File: src/rtl/serial_addsub_if.sv
// ============================================================================
// Module      : serial_addsub_if
// Description : Operation request / result bundle for the bit-serial
//               adder/subtractor. The ovf signal exists only when
//               SERIAL_ADDSUB_OVF_EN is defined.
// Revision    : 1.0  initial release
// ============================================================================
`default_nettype none

interface serial_addsub_if #(
    parameter int WIDTH = 8
);
    logic             start;
    logic             sub;
    logic [WIDTH-1:0] a;
    logic [WIDTH-1:0] b;
    logic             busy;
    logic             done;
    logic [WIDTH-1:0] sum;
    logic             cout;

`ifdef SERIAL_ADDSUB_OVF_EN
    logic             ovf;

    // Requester side: issues operations, observes results
    modport master (
        output start, sub, a, b,
        input  busy, done, sum, cout, ovf
    );

    // Arithmetic unit side
    modport slave (
        input  start, sub, a, b,
        output busy, done, sum, cout, ovf
    );
`else
    // Requester side: issues operations, observes results
    modport master (
        output start, sub, a, b,
        input  busy, done, sum, cout
    );

    // Arithmetic unit side
    modport slave (
        input  start, sub, a, b,
        output busy, done, sum, cout
    );
`endif

endinterface

`default_nettype wire

File: src/rtl/serial_addsub.sv
// ============================================================================
// Module      : serial_addsub
// Description : Bit-serial two's-complement adder/subtractor. A single
//               1-bit full-adder cell and a carry flip-flop process one bit
//               per clock, LSB first. Subtraction is a + ~b + 1, done by
//               loading B inverted and presetting the carry to 1.
//               Optional macro SERIAL_ADDSUB_OVF_EN adds the signed
//               overflow flag (ovf) to the result.
// Revision    : 1.0  initial release
// ============================================================================
`default_nettype none

module serial_addsub #(
    parameter int WIDTH = 8
) (
    input  wire logic         clk,
    input  wire logic         rst,
    serial_addsub_if.slave    bus
);

    // ------------------------------------------------------------------------
    // Constants
    // ------------------------------------------------------------------------
    // The counter only needs to reach WIDTH-1 (index of the MSB stage).
    localparam int CNT_W = (WIDTH > 2) ? $clog2(WIDTH) : 1;

    localparam logic [CNT_W-1:0] LAST_BIT = CNT_W'(WIDTH - 1);

    localparam logic [1:0] ST_IDLE  = 2'd0;
    localparam logic [1:0] ST_SHIFT = 2'd1;
    localparam logic [1:0] ST_DONE  = 2'd2;

    // ------------------------------------------------------------------------
    // State
    // ------------------------------------------------------------------------
    logic [1:0]       state;
    logic [CNT_W-1:0] bit_cnt;

    // Operand shift registers; B already holds ~B for a subtract.
    logic [WIDTH-1:0] a_sr;
    logic [WIDTH-1:0] b_sr;

    // Partial result; one bit narrower than the result because the MSB is
    // produced combinationally on the final shift edge.
    logic [WIDTH-2:0] res_sr;

    logic             carry;

    // Architecturally visible result registers.
    logic [WIDTH-1:0] sum_q;
    logic             cout_q;

    // ------------------------------------------------------------------------
    // Combinational datapath
    // ------------------------------------------------------------------------
    logic             fa_sum;
    logic             fa_carry;
    logic             last_bit;
    logic             accept;
    logic             finish;
    logic [WIDTH-1:0] res_next;

    // One full-adder cell on the current LSBs plus the carry flip-flop
    always_comb begin
        fa_sum   = a_sr[0] ^ b_sr[0] ^ carry;
        fa_carry = (a_sr[0] & b_sr[0]) | (a_sr[0] & carry) | (b_sr[0] & carry);
    end

    // Handshake qualifiers and the next result image after this shift
    always_comb begin
        last_bit = (bit_cnt == LAST_BIT);
        accept   = (state == ST_IDLE) && bus.start;
        finish   = (state == ST_SHIFT) && last_bit;
        res_next = {fa_sum, res_sr};
    end

    // ------------------------------------------------------------------------
    // Control FSM and bit counter
    // ------------------------------------------------------------------------
    // Sequences IDLE -> SHIFT (WIDTH edges) -> DONE (one cycle) -> IDLE
    always_ff @(posedge clk or posedge rst) begin
        if (rst) begin
            state   <= ST_IDLE;
            bit_cnt <= '0;
        end else begin
            case (state)
                ST_IDLE: begin
                    if (bus.start) begin
                        state   <= ST_SHIFT;
                        bit_cnt <= '0;
                    end
                end
                ST_SHIFT: begin
                    bit_cnt <= bit_cnt + 1'b1;
                    if (last_bit) begin
                        state <= ST_DONE;
                    end
                end
                ST_DONE: begin
                    // start is deliberately ignored here: no queuing.
                    state <= ST_IDLE;
                end
                default: begin
                    state <= ST_IDLE;
                end
            endcase
        end
    end

    // ------------------------------------------------------------------------
    // Serial datapath
    // ------------------------------------------------------------------------
    // Captures operands on acceptance, then shifts one bit per SHIFT edge
    always_ff @(posedge clk or posedge rst) begin
        if (rst) begin
            a_sr   <= '0;
            b_sr   <= '0;
            res_sr <= '0;
            carry  <= 1'b0;
        end else if (accept) begin
            a_sr   <= bus.a;
            b_sr   <= bus.sub ? ~bus.b : bus.b;
            res_sr <= '0;
            // Carry preset to 1 supplies the "+1" of a + ~b + 1.
            carry  <= bus.sub;
        end else if (state == ST_SHIFT) begin
            a_sr   <= a_sr >> 1;
            b_sr   <= b_sr >> 1;
            res_sr <= res_next[WIDTH-1:1];
            carry  <= fa_carry;
        end
    end

    // ------------------------------------------------------------------------
    // Result registers
    // ------------------------------------------------------------------------
    // Latched only on the final shift edge so partial sums never appear
    always_ff @(posedge clk or posedge rst) begin
        if (rst) begin
            sum_q  <= '0;
            cout_q <= 1'b0;
        end else if (finish) begin
            sum_q  <= res_next;
            cout_q <= fa_carry;
        end
    end

`ifdef SERIAL_ADDSUB_OVF_EN
    logic ovf_q;

    // Signed overflow: carry into the MSB stage differs from carry out of it
    always_ff @(posedge clk or posedge rst) begin
        if (rst) begin
            ovf_q <= 1'b0;
        end else if (finish) begin
            ovf_q <= carry ^ fa_carry;
        end
    end

    assign bus.ovf = ovf_q;
`endif

    // ------------------------------------------------------------------------
    // Outputs
    // ------------------------------------------------------------------------
    assign bus.busy = (state == ST_SHIFT) || (state == ST_DONE);
    assign bus.done = (state == ST_DONE);
    assign bus.sum  = sum_q;
    assign bus.cout = cout_q;

endmodule

`default_nettype wire

File: src/flat_wrapper.sv
// flat-port wrapper written by rule: the top's interface ports become plain ports
module serial_addsub_flat 
#(
    parameter int WIDTH = 8
)
  (clk, rst, bus_start, bus_sub, bus_a, bus_b, bus_busy, bus_done, bus_sum, bus_cout);
  serial_addsub_if #(.WIDTH(WIDTH)) bus_i ();
  input  wire logic clk;
  input  wire logic rst;
  input wire logic [$bits(bus_i.start)-1:0] bus_start;
  input wire logic [$bits(bus_i.sub)-1:0] bus_sub;
  input wire logic [$bits(bus_i.a)-1:0] bus_a;
  input wire logic [$bits(bus_i.b)-1:0] bus_b;
  output wire logic [$bits(bus_i.busy)-1:0] bus_busy;
  output wire logic [$bits(bus_i.done)-1:0] bus_done;
  output wire logic [$bits(bus_i.sum)-1:0] bus_sum;
  output wire logic [$bits(bus_i.cout)-1:0] bus_cout;
  assign bus_i.start = bus_start;
  assign bus_i.sub = bus_sub;
  assign bus_i.a = bus_a;
  assign bus_i.b = bus_b;
  assign bus_busy = bus_i.busy;
  assign bus_done = bus_i.done;
  assign bus_sum = bus_i.sum;
  assign bus_cout = bus_i.cout;
  serial_addsub #(.WIDTH(WIDTH)) u_core (.clk(clk), .rst(rst), .bus(bus_i));
endmodule
File: config.mk
export PLATFORM = sky130hd
export DESIGN_NAME = serial_addsub_flat
export DESIGN_NICKNAME = d
export VERILOG_FILES = /design/src/rtl/serial_addsub_if.sv /design/src/rtl/serial_addsub.sv /design/src/flat_wrapper.sv
export SDC_FILE = /design/constraint.sdc
export NUM_CORES = 1
export LEC_CHECK = 0
export ABC_CLOCK_PERIOD_IN_PS = 3400
export BUFFER_PORTS_ARGS = -buffer_cell sky130_fd_sc_hd__buf_2
export CORE_MARGIN = 2
export CORE_UTILIZATION = 45
export CTS_CLUSTER_SIZE = 14
export DETAILED_ROUTE_END_ITERATION = 8
export PLACE_DENSITY_LB_ADDON = 0.12
export SYNTH_ARGS = -nofsm -noshare
export SYNTH_HDL_FRONTEND = slang
export SYNTH_SLANG_ARGS = --single-unit
export TNS_END_PERCENT = 50
File: constraint.sdc
create_clock -name clk -period 3.4 [get_ports clk]
set_input_delay 0.34 -clock clk [delete_from_list [all_inputs] [get_ports clk]]
set_output_delay 0.34 -clock clk [all_outputs]
set_load 0.02 [all_outputs]
==> metrics.cfg <==
[synth]
netlist_area_um2 = 1790
ys_ff_latch = 38
synth_fp_nets = 180
synth_top_area_share_pct = 53.3
syn-instance-count = 153
ys_top_cells_by_area = dfrtp_1 53%, mux2i_1 13%, mux2_2 5.7%, o21ai_1 4.5%, ha_1 4.2%
synth_xor_area_share_pct = 3.92
ys_seq_area_share_pct = 53.3
yosys_warnings = 0
synth_top_family_by_area = multiplexers
synth.mux.area_fraction_pct = 19.2
synth_largest_area_cell = dfrtp_1
postSynthAreaPerCell_um2 = 11.7
synth-compound-area-share_pct = 7.71
yosys.area_share.adder_pct = 5.33
synthSimpleGateAreaFrac_pct = 7.43
synth_cell_types = 22

[clock_tree]
clock_path_buffers = 2
root_buffer = clkbuf_8
cts_hold_buf = 0
postCtsSetupBuffers = 0
path_clk_slew_ps = 80
cts.sinks = 38
worst_skew_pair.late_latency_ps = 290
cts-resized-gates = 0
cts_buffers = 5
cts_tree = built
htreeDepth = 2

[placement]
post-place-ws_ps = 1470
port_buffers = 30
dpl.cell_count = 226
dp_hpwl_um = 2210
gp_congestion = 0.675

[power_and_ir_drop]
ir_drop_mv = 0.300
p_switching_mw = 0.643
switching_share_pct = 36.2
clockPowerShare_pct = 21.3
p_int_mw = 1.13
p_leak_nw = 1.08
combinationalPowerShare_pct = 38.0
seqPwrFrac_pct = 40.7
pwr_density_cell_nw_per_um2 = 852

[drt]
viasPerCell = 5.00
postRouteAntennaNets = 0
routed_wl_um = 2930
drc = 0
vias = 1169
drt-pass1-iter-count = 4
wl_per_cell_um = 12.5
drt-initial-drc-count = 32

[finish]
final_common_cell = dfrtp_1
drive_above_1_share_pct = 27.4
post-route-util_pct = 55.6
antennaDiodeCount = 0
layout_common_cells = 38 x dfrtp_1, 30 x buf_2, 23 x mux2i_1
final_nets = 212
syn2layout_area_growth_pct = 16.7
fin_cells = 234

[floorplanning]
die_w_um = 67.0
die_h_um = 67.0
initial_utilization_pct = 47.7
core_area_um2 = 3740
ios = 31
die_area_um2 = 4490
row_count = 22

[sta]
slew_headroom_pct = 58.7
finalSetupViolCount = 0
worst_slew_pin_slew_ps = 620
maxSlewViolCount = 0
worst_slack_ps = 1480
skew_ps = 4.49
rsz0062_at_grt = false
hold_viol = 0
max_freq_mhz = 520
fin_crit_ps = 1920
period_share_pct = 56.5
tns_ps = 0

[global_route]
grt_overflow_total = 0
grt_first_pass_wirelength_um = 5410
grt_max_degree = 34
grt_usage_pct = 16.0
antenna_found_initial = 0
first_global_vias = 1191

[setup_path]
r2r_start = u_core.state[1]
cp-end-kind = flop
rr_worst_depth = 4
path_class = flop to flop
r2r-end = u_core.bus.cout
critPathLaunchType = flop
crit_start = u_core.state[1]
arrival_ps = 2100
endpoint = u_core.bus.cout
cp.required_ps = 3570
r2r_slack_ps = 1480
path_max_fanout = 14

[hold_path]
hold_class = input port to asynchronous set/reset pin

[run]
drv_cap = 0

[status]
status = complete, no violations

cell families (layout without fill, tap and decap cells):
| kind of cell | after synthesis | after routing |
|---|---|---|
| flops | 38 | 38 |
| mux | 33 | 33 |
| simple gates | 32 | 32 |
| compound gates | 24 | 24 |
| buf+inv | 11 | 44 |
| xor+xnor | 8 | 8 |
| fa+ha+maj | 7 | 7 |
synthesized netlist by cell type:
cell type	n
mux2_1	1
nand2b_1	2
dfrtp_1	38
a22o_1	1
buf_2	5
fa_1	1
buf_6	1
and2_1	2
o21ai_1	16
a21oi_2	1
a32o_1	2
nand2_2	1
inv_1	4
ha_1	6
clkbuf_2	1
mux2_2	9
a21oi_1	2
xor2_1	8
mux2i_1	23
o21ai_0	2
nor2_1	7
nand2_1	20
stage by stage:
step / area, um2 / hold slack [ps] / power [mW]
after detailed placement: 1970 / 411 / 1.42
final: 2080 / 83.0 / 1.78
after global placement: 1970 / 398 / 1.38
after CTS: 2080 / 94.3 / 1.80
after floorplan: 1790 / 450 / 1.26
after global routing: 2080 / 120 / 1.93
metal layers:
| metal | GRT usage (%) | up-vias | share of wire [%] |
|---|---|---|---|
| li1 | - | 582 | - |
| met3 | 5.57 | 6 | 4.8 |
| met4 | 3.83 | 0 | 1.1 |
| met5 | 0 | - | 0 |
| met2 | 26.5 | 27 | 47 |
| met1 | 20.1 | 554 | 47 |
flip-flops by register name (all words and copies together), names as in the netlist:
signal / cells
u_core.a_sr: 8
u_core.state: 2
u_core.carry: 1
u_core.bit_cnt: 3
u_core.bus.cout: 1
u_core.b_sr: 8
u_core.bus.sum: 8
u_core.res_sr: 7
how the worst min path moves through the flow:
stage / from / endpoint / slack [ps] / depth (start not counted)
6_report: rst / u_core.bus.sum[1] / 80 / 2
5_1_grt: rst / u_core.bus.sum[3] / 120 / 2
4_1_cts: rst / u_core.bus.cout / 90 / 2
3_5_place_dp: rst / u_core.bus.sum[1] / 410 / 2
3_3_place_gp: rst / u_core.bus.sum[0] / 400 / 2
2_1_floorplan: u_core.a_sr[5] / u_core.a_sr[5] / 450 / 2
worst max-delay path: stages, from the launching register on:
cell and delay (ps):
dfrtp_1 400, inv_1 110, ha_1 560, nand2_1 380, mux2_2 370
power by group through the flow:
stage          combinational [mW]  sequential [mW]  clock, mW
6_report                    0.674            0.723      0.379
3_3_place_gp                0.659            0.724          0
3_5_place_dp                0.685            0.735          0
2_1_floorplan               0.518            0.745          0
5_1_grt                     0.768            0.749      0.411
4_1_cts                     0.685            0.726      0.387
area by class of cell:
class	count	area (um2)
sequential	38	951
timing repair buffer	32	165
fill	355	1660
tap	48	60.1
clock inverter	3	45.0
inverter	4	15.0
clock buffer	5	68.8
multi-input combinational	104	778
Power figures use the tool's default switching activity.
